`src/rtl/vend_pkg.sv`:
```
// Shared constants for the vending front end: input indices, coin vector
// layout, coin priority and the default debounce length.
package vend_pkg;

  localparam int NI       = 0;
  localparam int DI       = 1;
  localparam int QU       = 2;
  localparam int SODA     = 3;
  localparam int DIET     = 4;
  localparam int N_INPUTS = 5;

  // Bit positions inside the 3-bit coin vector {qu, di, ni}
  localparam int C_NI = 0;
  localparam int C_DI = 1;
  localparam int C_QU = 2;

  localparam int unsigned DEBOUNCE_CYCLES_DEFAULT = 16;

  // One-hot grant of the highest-priority request: qu > di > ni
  function automatic logic [2:0] coin_grant(input logic [2:0] req);
    logic [2:0] g;
    g = 3'b000;
    if (req[C_QU])      g[C_QU] = 1'b1;
    else if (req[C_DI]) g[C_DI] = 1'b1;
    else if (req[C_NI]) g[C_NI] = 1'b1;
    return g;
  endfunction

endpackage

```
`src/rtl/debounce_cell.sv`:
```
// One conditioned input: 2-flop synchronizer, stability counter, debounced
// level and a 0->1 rise strobe on that level.
module debounce_cell #(
  parameter int unsigned DEBOUNCE_CYCLES = 16
) (
  input  logic CLK,
  input  logic rst,
  input  logic raw,
  output logic rise
);

  localparam logic [7:0] CNT_LAST = 8'(DEBOUNCE_CYCLES - 1);

  logic [1:0] sync_q, sync_d;
  logic [7:0] cnt_q, cnt_d;
  logic       level_q, level_d;
  logic       prev_q, prev_d;

  always_comb begin
    sync_d  = {sync_q[0], raw};
    cnt_d   = cnt_q;
    level_d = level_q;
    prev_d  = level_q;
    // Any sample agreeing with the level restarts the count from zero
    if (sync_q[1] == level_q) begin
      cnt_d = 8'd0;
    end else if (cnt_q == CNT_LAST) begin
      level_d = ~level_q;
      cnt_d   = 8'd0;
    end else begin
      cnt_d = cnt_q + 8'd1;
    end
  end

  always_ff @(posedge CLK) begin
    if (rst) begin
      sync_q  <= 2'b00;
      cnt_q   <= 8'd0;
      level_q <= 1'b0;
      prev_q  <= 1'b0;
    end else begin
      sync_q  <= sync_d;
      cnt_q   <= cnt_d;
      level_q <= level_d;
      prev_q  <= prev_d;
    end
  end

  assign rise = level_q & ~prev_q;

endmodule

```
`src/rtl/coin_input_conditioner.sv`:
```
// Conditions five raw vending inputs into registered single-cycle pulses with
// qu > di > ni coin arbitration. Define COIN_QUEUE_EN to queue losing coins.
module coin_input_conditioner
  import vend_pkg::*;
#(
  parameter int unsigned DEBOUNCE_CYCLES = DEBOUNCE_CYCLES_DEFAULT
) (
  input  logic CLK,
  input  logic rst,
  input  logic ni_raw,
  input  logic di_raw,
  input  logic qu_raw,
  input  logic soda_raw,
  input  logic diet_raw,
  output logic ni,
  output logic di,
  output logic qu,
  output logic soda,
  output logic diet,
  output logic coin_drop
);

  logic [N_INPUTS-1:0] raw_vec;
  logic [N_INPUTS-1:0] rise_vec;
  logic [2:0]          coin_ev;
  logic [2:0]          coin_q, coin_d;
  logic                soda_q, soda_d;
  logic                diet_q, diet_d;
  logic                drop_q, drop_d;

  assign raw_vec[NI]   = ni_raw;
  assign raw_vec[DI]   = di_raw;
  assign raw_vec[QU]   = qu_raw;
  assign raw_vec[SODA] = soda_raw;
  assign raw_vec[DIET] = diet_raw;

  for (genvar g = 0; g < N_INPUTS; g++) begin : g_cell
    debounce_cell #(.DEBOUNCE_CYCLES(DEBOUNCE_CYCLES)) u_cell (
      .CLK  (CLK),
      .rst  (rst),
      .raw  (raw_vec[g]),
      .rise (rise_vec[g])
    );
  end

  assign coin_ev[C_NI] = rise_vec[NI];
  assign coin_ev[C_DI] = rise_vec[DI];
  assign coin_ev[C_QU] = rise_vec[QU];

`ifdef COIN_QUEUE_EN
  logic [2:0] pend_q, pend_d;
  logic [2:0] coin_req;

  // Pending and fresh events compete together; a fresh event that lands on
  // a still-pending type cannot be stored twice, so it is reported as dropped.
  always_comb begin
    coin_req = pend_q | coin_ev;
    coin_d   = coin_grant(coin_req);
    pend_d   = coin_req & ~coin_d;
    drop_d   = |(coin_ev & pend_q & ~coin_d);
  end

  always_ff @(posedge CLK) begin
    if (rst) pend_q <= 3'b000;
    else     pend_q <= pend_d;
  end
`else
  always_comb begin
    coin_d = coin_grant(coin_ev);
    drop_d = |(coin_ev & ~coin_d);
  end
`endif

  // Selections never arbitrate against coins; a simultaneous diet just loses.
  always_comb begin
    soda_d = rise_vec[SODA];
    diet_d = rise_vec[DIET] & ~rise_vec[SODA];
  end

  always_ff @(posedge CLK) begin
    if (rst) begin
      coin_q <= 3'b000;
      soda_q <= 1'b0;
      diet_q <= 1'b0;
      drop_q <= 1'b0;
    end else begin
      coin_q <= coin_d;
      soda_q <= soda_d;
      diet_q <= diet_d;
      drop_q <= drop_d;
    end
  end

  assign ni        = coin_q[C_NI];
  assign di        = coin_q[C_DI];
  assign qu        = coin_q[C_QU];
  assign soda      = soda_q;
  assign diet      = diet_q;
  assign coin_drop = drop_q;

endmodule

```
`config.mk`:
```
export PLATFORM = sky130hd
export DESIGN_NAME = coin_input_conditioner
export DESIGN_NICKNAME = d
export VERILOG_FILES = /design/src/rtl/vend_pkg.sv /design/src/rtl/debounce_cell.sv /design/src/rtl/coin_input_conditioner.sv
export SDC_FILE = /design/constraint.sdc
export NUM_CORES = 1
export LEC_CHECK = 0
export BUFFER_PORTS_ARGS = -buffer_cell sky130_fd_sc_hd__buf_4
export CAP_MARGIN = 20
export CORE_ASPECT_RATIO = 1.4
export CORE_MARGIN = 8
export CORE_UTILIZATION = 59
export DETAILED_ROUTE_END_ITERATION = 6
export GPL_TIMING_DRIVEN = 0
export PLACE_DENSITY_LB_ADDON = 0.08
export SLEW_MARGIN = 20
export SYNTH_ARGS = -nofsm -noshare
export SYNTH_HDL_FRONTEND = slang
export SYNTH_SLANG_ARGS = --single-unit
```
`constraint.sdc`:
```
create_clock -name CLK -period 1.8 [get_ports CLK]
set_input_delay 0.36 -clock CLK [delete_from_list [all_inputs] [get_ports CLK]]
set_output_delay 0.36 -clock CLK [all_outputs]
set_load 0.05 [all_outputs]
```
======== Word-level counts from Yosys, hierarchy flattened ========
Cells that the tools add are included.
word-level totals
  register bits ........................... 66
  input bits .............................. 7
  output and inout port bits .............. 6
  logic and storage cells ................. 79
operators by class
  add/subtract/negate cells ............... 5
  equal/unequal tests ..................... 10
  mux-type cells .......................... 5
  bitwise gates (word level) .............. 24
  reduce and logical (&&, ||, !) cells .... 11
operators with widths
  kind                                                 number
  adder 8 x 1 -> 8 bit, second input constant          5
  equality test 8 x 4 -> 1 bit, second input constant  5
  OR reduction 3 bit                                   6
  inverter 1 bit                                       16
  AND reduction 2 bit                                  5
  AND 1 bit                                            6
  equality test 1 bit                                  5
  two-way mux 1 bit                                    4
  AND 3 bit                                            1
  inverter 3 bit                                       1
  two-way mux 2 bit                                    1

======== Depth between registers and ports, before layout ========
Gate-level depths: netlist (run 1).
  depth in word-level cells ............... 8
  depth in mapped cells ................... 4
  mapped depth without buffers ............ 4

======== Hierarchy ========
Synthesis (run 1) repeated with hierarchy kept, for this count alone.
unflattened totals
  cell total of the unflattened synthesis .. 279
  area, all modules ....................... 2585.0 um^2
by module, submodules not included
  module                  instances  cells each  area an instance (um^2)  sequential area each (um^2)
  debounce_cell           5          53          481.7                    240.2
  coin_input_conditioner  1          14          176.4                    120.1

======== Least setup slack after synthesis (run 1) ========
OpenSTA, ideal clock, no wires.
  kind .................................... register to register
  start point ............................. reg g_cell[3].u_cell.cnt_q[4]
  end point ............................... reg g_cell[3].u_cell.cnt_q[3]
  setup time .............................. 0.131 ns
  arrival time ............................ 1.272 ns
  data required time ...................... 1.669 ns
  slack ................................... 0.397 ns
  stages on the path, launching flop included .. 4
  path buffers ............................ 0
  period minus slack after synthesis ...... 1.403 ns
  path through ............................ dfxtp_1 > or4_4 > o211ai_1 > nor2_1
between the ends
  word-level cells in the longest chain between the ends .. 2
ends and longest elaborated chain
  element                              line                 text
  start, declared                      debounce_cell.sv:15  logic [7:0] cnt_q, cnt_d;
  start signal, assigned               debounce_cell.sv:43  cnt_q <= cnt_d;
  equality test 8 x 4 -> 1 bit         debounce_cell.sv:27  end else if (cnt_q == CNT_LAST) begin
  OR reduction 3 bit (no source line)  --
No other way between the ends.
A chain may end at the register's enable or synchronous reset.

======== Worst setup path after layout (run 1) ========
  start point ............................. reg g_cell[1].u_cell.cnt_q[4]
  end point ............................... reg g_cell[1].u_cell.cnt_q[3]
between the ends
  word-level cells in the longest chain between the ends .. 2
ends and longest elaborated chain
  element                              line
  start, declared                      debounce_cell.sv:15
  start signal, assigned               debounce_cell.sv:43
  equality test 8 x 4 -> 1 bit         debounce_cell.sv:27
  OR reduction 3 bit (no source line)  --
No other way between the ends.

==> flow_summary.ini, run 1 <==
[clock_tree]
hold_buffers = 0
path_clk_slew_ns = 0.06
cts_resized = 0
cts_buffer_depth = 2
cts.sinks = 66
worstSkewPairLatency_ns = 0.33
h-tree-depth = 3
clockRootBuffer = clkbuf_8
cts_inserted_buffers = 9
cts_setup_buffers = 0
cts_tree = built

[floorplanning]
pin_count = 13
start_util = 0.5984
fp.dieH_um = 92.61
core-area_um2 = 4134
rows = 28
die_w_um = 70.73
fp.dieArea_um2 = 6550

[logic_synthesis]
syn_nets = 279
seq_area_frac_synth = 0.5341
synth_top_area_share = 0.5341
synthCells = 267
netlist_area_um2 = 2474
ys_warn_count = 0
synth.area.top_cells = dfxtp_1, a21oi_1, or3_1
synth_top_area_cell = dfxtp_1
avgSynthCellArea_um2 = 9.265
synth_cell_types = 22
ys_ff_latch = 66

[global_route]
antenna_found_initial = 0
grt_max_degree = 11
grt_pass1_wl_um = 7348
grt_usage = 0.1416
first_global_vias = 1777
grt-ovfl-total = 0

[route]
antenna_left = 0
vias_per_cell = 5.496
wl_per_cell_um = 12.00
wl_um = 4044
drt_iter0_drc = 97
drt-pass1-iter-count = 4
dr_total_vias = 1852
remaining_drc_errors = 0

[timing]
relSlewSlack = 0.6583
setup_ws_ns = 0.1902
hold_viol_final = 0
tightestPinTransition_ns = 0.5103
maxSlewViolCount = 0
period_share = 0.8944
fin_tns_setup_ns = 0
min_period_ns = 1.610
clock.fmax_ghz = 0.6212
finClkSkew_ns = 0.006803
rsz0062_at_grt = no
finalSetupViolCount = 0

[layout]
fin_area_um2 = 2779
nNetsFinal = 302
layout_commonest_cell = dfxtp_1
syn2layout_area_growth_pct = 12.34
antenna_cells = 0
drive_gt1_frac = 0.1130
final_cell_mix = dfxtp_1, a21oi_1, nor2_1, o21ai_0
fillers = 354

[placed_design]
dp_hpwl_um = 2828
numPortBuffers = 12
postPlaceCellArea_um2 = 2620
place.gp.congestion = 0.7317
dp_slack_ns = 0.1820

[setup_path]
crit_buf_inv = 0
critPathMaxStageDelay_ns = 0.57
crit_type = reg -> reg
crit_fanout = 6
critPathCaptureType = flip-flop
cp.arrival_ns = 1.81
start_kind = flip-flop
crit_family = simple AND/OR/NAND/NOR gates
cp_slowest_cell = or4_4
required_ns = 2.00
path_cells = or4_4 > o211ai_1 > nor2_1

[status]
status = finished clean

[min_path]
hold_path_class = in -> reg

[pwr]
p_per_area_nw_per_um2 = 919.2
leakagePower_uw = 0.0009657
irDropWorstVdd_v = 0.0006822

[job]
cap_violations = 0
-- registers in the layout, summed over array words and instances, names as in the netlist --
name and flops:
coin_drop 1, coin_q 3, diet 1, g_cell.u_cell.cnt_q 40, g_cell.u_cell.level_q 5, g_cell.u_cell.prev_q 5, g_cell.u_cell.sync_q 10, soda 1
-- metrics by stage --
stage	cells	hold WS, ns	power [uW]	util
final	337	0.2395	2554	0.6722
after global routing	337	0.2387	2659	0.6722
after CTS	337	0.2268	2583	0.6722
after detailed placement	324	0.3828	1563	0.6338
after global placement	324	0.3794	1562	0.6338
after floorplan	267	0.3682	1541	-
-- layout make-up --
class / count / area (um^2) / share of cell area
tap: 45 / 56.30 / 0.02026
sequential: 66 / 1321 / 0.4755
inverter: 12 / 45.04 / 0.01621
multi-input combinational: 187 / 1100 / 0.3958
buffer: 2 / 7.507 / 0.002701
timing repair buffer: 12 / 90.09 / 0.03242
clock buffer: 13 / 158.9 / 0.05718
-- worst reg2reg max path: stages (launching register included) --
cell      delay (ns)
dfxtp_1         0.36
or4_4           0.57
o211ai_1        0.45
nor2_1          0.10
-- metal layers --
| metal | GRT usage | part of all wire |
|---|---|---|
| met1 | 0.1434 | 0.45 |
| met2 | 0.2436 | 0.49 |
| met3 | 0.04541 | 0.029 |
| met4 | 0.09408 | 0.031 |
| met5 | 0 | 0 |
-- worst paths after layout --
kind | startpoint | to | slack (ns) | depth (start not counted)
worst max-delay path | g_cell[1].u_cell.cnt_q[4] | g_cell[1].u_cell.cnt_q[3] | 0.19 | 3
worst min-delay path | ni_raw | g_cell[0].u_cell.sync_q[0] | 0.24 | 2
worst min register to register | g_cell[4].u_cell.prev_q | diet | 0.39 | 1
worst max register to register | g_cell[1].u_cell.cnt_q[4] | g_cell[1].u_cell.cnt_q[3] | 0.19 | 3
-- report_power, final --
part / internal (uW) / total (uW) / switching, uW
Combinational: 20.7 / 48.1 / 27.4
Clock: 553 / 1020 / 472
Sequential: 1470 / 1480 / 6.59
-- cells by family after synthesis --
family	share of synthesized area
flip-flops	0.5341
AO/OA/AOI/OAI	0.1082
AND/OR/NAND/NOR	0.2539
adder cells (fa/ha/maj)	0.02934
buffers and inverters	0.02124
XOR/XNOR	0.05311
-- synth_stat cells --
master / number
o21ai_0: 21
a21oi_1: 25
clkbuf_1: 2
ha_1: 5
or4_4: 5
or3_1: 20
nand4_1: 5
inv_1: 11
or3b_2: 5
xnor2_1: 5
o211ai_1: 5
clkinv_1: 1
nor3_1: 2
nand2b_1: 3
nor4b_1: 1
dfxtp_1: 66
nand3_1: 15
nor2b_1: 15
xor2_1: 10
nor2_1: 24
nand2_1: 20
maj3_1: 1
Power figures use the tool's default switching activity.
==> run 2, diff against run 1 <==
--- a/config.mk
+++ b/config.mk
@@ -9,7 +9,7 @@
 export CAP_MARGIN = 20
 export CORE_ASPECT_RATIO = 1.4
 export CORE_MARGIN = 8
-export CORE_UTILIZATION = 59
+export CORE_UTILIZATION = 62
 export DETAILED_ROUTE_END_ITERATION = 6
 export GPL_TIMING_DRIVEN = 0
 export PLACE_DENSITY_LB_ADDON = 0.08
==> constraint.sdc (replaced) <==
create_clock -name CLK -period 2.05 [get_ports CLK]
set_input_delay 0.41 -clock CLK [delete_from_list [all_inputs] [get_ports CLK]]
set_output_delay 0.41 -clock CLK [all_outputs]
set_load 0.05 [all_outputs]
==> flow_summary.ini, run 2 (synthesis results as in run 1) <==
[global_route]
use_met3 = 0.05391
antenna_found_initial = 0
grt_pass1_wl_um = 7279
gr-max-usage-layer = met2
grt-ovfl-total = 0
first_global_vias = 1827
grt_usage = 0.1393
met1_usage = 0.1438
grt_use_met2 = 0.2367
grt_max_degree = 11

[route]
antenna_left = 0
remaining_drc_errors = 0
dr_total_vias = 1857
drt_iter0_drc = 107
wl_um = 3934
wl_per_cell_um = 11.74
vias_per_cell = 5.543
drt-pass1-iter-count = 4

[setup_path]
start_kind = flip-flop
cp.arrival_ns = 1.80
critPathCaptureType = flip-flop
required_ns = 2.25
reg2reg_to = g_cell[2].u_cell.cnt_q[3]
reg2reg_from = g_cell[2].u_cell.cnt_q[4]
crit_type = reg -> reg
crit_fanout = 6
r2r_setup_slack_ns = 0.45
reg2reg_depth = 3

[layout]
largest_registers = g_cell.u_cell.cnt_q x40, g_cell.u_cell.sync_q x10
final_util = 0.7147
multi_input_area_um2 = 1100
final_cell_mix = dfxtp_1, a21oi_1, nor2_1, o21ai_0
antenna_cells = 0
layout_commonest_cell = dfxtp_1
drive_gt1_frac = 0.1130
seqCellArea_um2 = 1321
fillers = 320
nNetsFinal = 302
syn2layout_area_growth_pct = 12.24
largest_register_ff_count = 40
top_register = g_cell.u_cell.cnt_q

[timing]
min_period_ns = 1.598
clock.fmax_ghz = 0.6258
maxSlewViolCount = 0
fin_tns_setup_ns = 0
tightestPinTransition_ns = 0.5226
hold_viol_final = 0
relSlewSlack = 0.6501
whs_ns = 0.2888
finClkSkew_ns = 0.003266
period_share = 0.7795
setup_ws_ns = 0.4521
finalSetupViolCount = 0
rsz0062_at_grt = no

[clock_tree]
cts_resized = 0
cts.sinks = 66
cts_buffer_depth = 2
h-tree-depth = 3
path_clk_slew_ns = 0.06
cts_setup_buffers = 0
cts_inserted_buffers = 9
clockRootBuffer = clkbuf_8
hold_buffers = 0
cts_tree = built
worstSkewPairLatency_ns = 0.33

[pwr]
leakagePower_uw = 0.0009657
finalPower_uw = 2241
irDropWorstVdd_v = 0.0007606
p_per_area_nw_per_um2 = 807.1

[floorplanning]
start_util = 0.6367
die_w_um = 69.39
fp.dieArea_um2 = 6296
core-area_um2 = 3885
rows = 27
fp.dieH_um = 90.74
pin_count = 13

[min_path]
hold_path_class = in -> reg
hold_path_depth = 2
holdPathEnd = g_cell[0].u_cell.sync_q[0]
worstHoldStart = ni_raw

[job]
cap_violations = 0

[placed_design]
dp_hpwl_um = 2808
numPortBuffers = 12
place.gp.congestion = 0.7649
dp_slack_ns = 0.4394

[status]
status = finished clean
-- run 2: cell counts in the layout (fill, tap and decap cells not counted) --
No cell type changed its count.
-- run 2: worst max path at each step --
stage | from | end | slack, ns | depth (start not counted)
global placement | g_cell[3].u_cell.cnt_q[4] | g_cell[3].u_cell.cnt_q[5] | 0.46 | 3
floorplan | g_cell[3].u_cell.cnt_q[4] | g_cell[3].u_cell.cnt_q[3] | 0.65 | 3
CTS | g_cell[2].u_cell.cnt_q[4] | g_cell[2].u_cell.cnt_q[3] | 0.43 | 3
finish | g_cell[2].u_cell.cnt_q[4] | g_cell[2].u_cell.cnt_q[3] | 0.45 | 3
global route | g_cell[2].u_cell.cnt_q[4] | g_cell[2].u_cell.cnt_q[7] | 0.31 | 3
detailed placement | g_cell[2].u_cell.cnt_q[4] | g_cell[2].u_cell.cnt_q[3] | 0.44 | 3
-- run 2: routing by layer --
layer  up-vias  part of all wire
li1        972                 -
met3         7             0.034
met1       856              0.44
met5         -                 0
met2        22              0.50
met4         0             0.019
-- run 2: cell type report --
type / count / area share
sequential: 66 / 0.4759
multi-input combinational: 187 / 0.3961
clock buffer: 13 / 0.05723
timing repair buffer: 12 / 0.03245
tap: 43 / 0.01938
inverter: 12 / 0.01622
buffer: 2 / 0.002704
-- run 2: metrics by stage --
stage,cells,cell area (um^2)
floorplan,267,2474
finish,335,2776
global route,335,2776
global placement,322,2618
CTS,335,2776
detailed placement,322,2618
-- run 2: critical path, cell delays in order (launching register included) --
cell and delay, ns:
dfxtp_1 0.35, or4_4 0.57, o211ai_1 0.46, nor2_1 0.09
-- run 2: power by group --
part	total [uW]	internal [uW]	switching [uW]
logic	42.0	18.2	23.8
clock network	898	486	412
registers	1300	1300	5.71
total	2240	1800	442
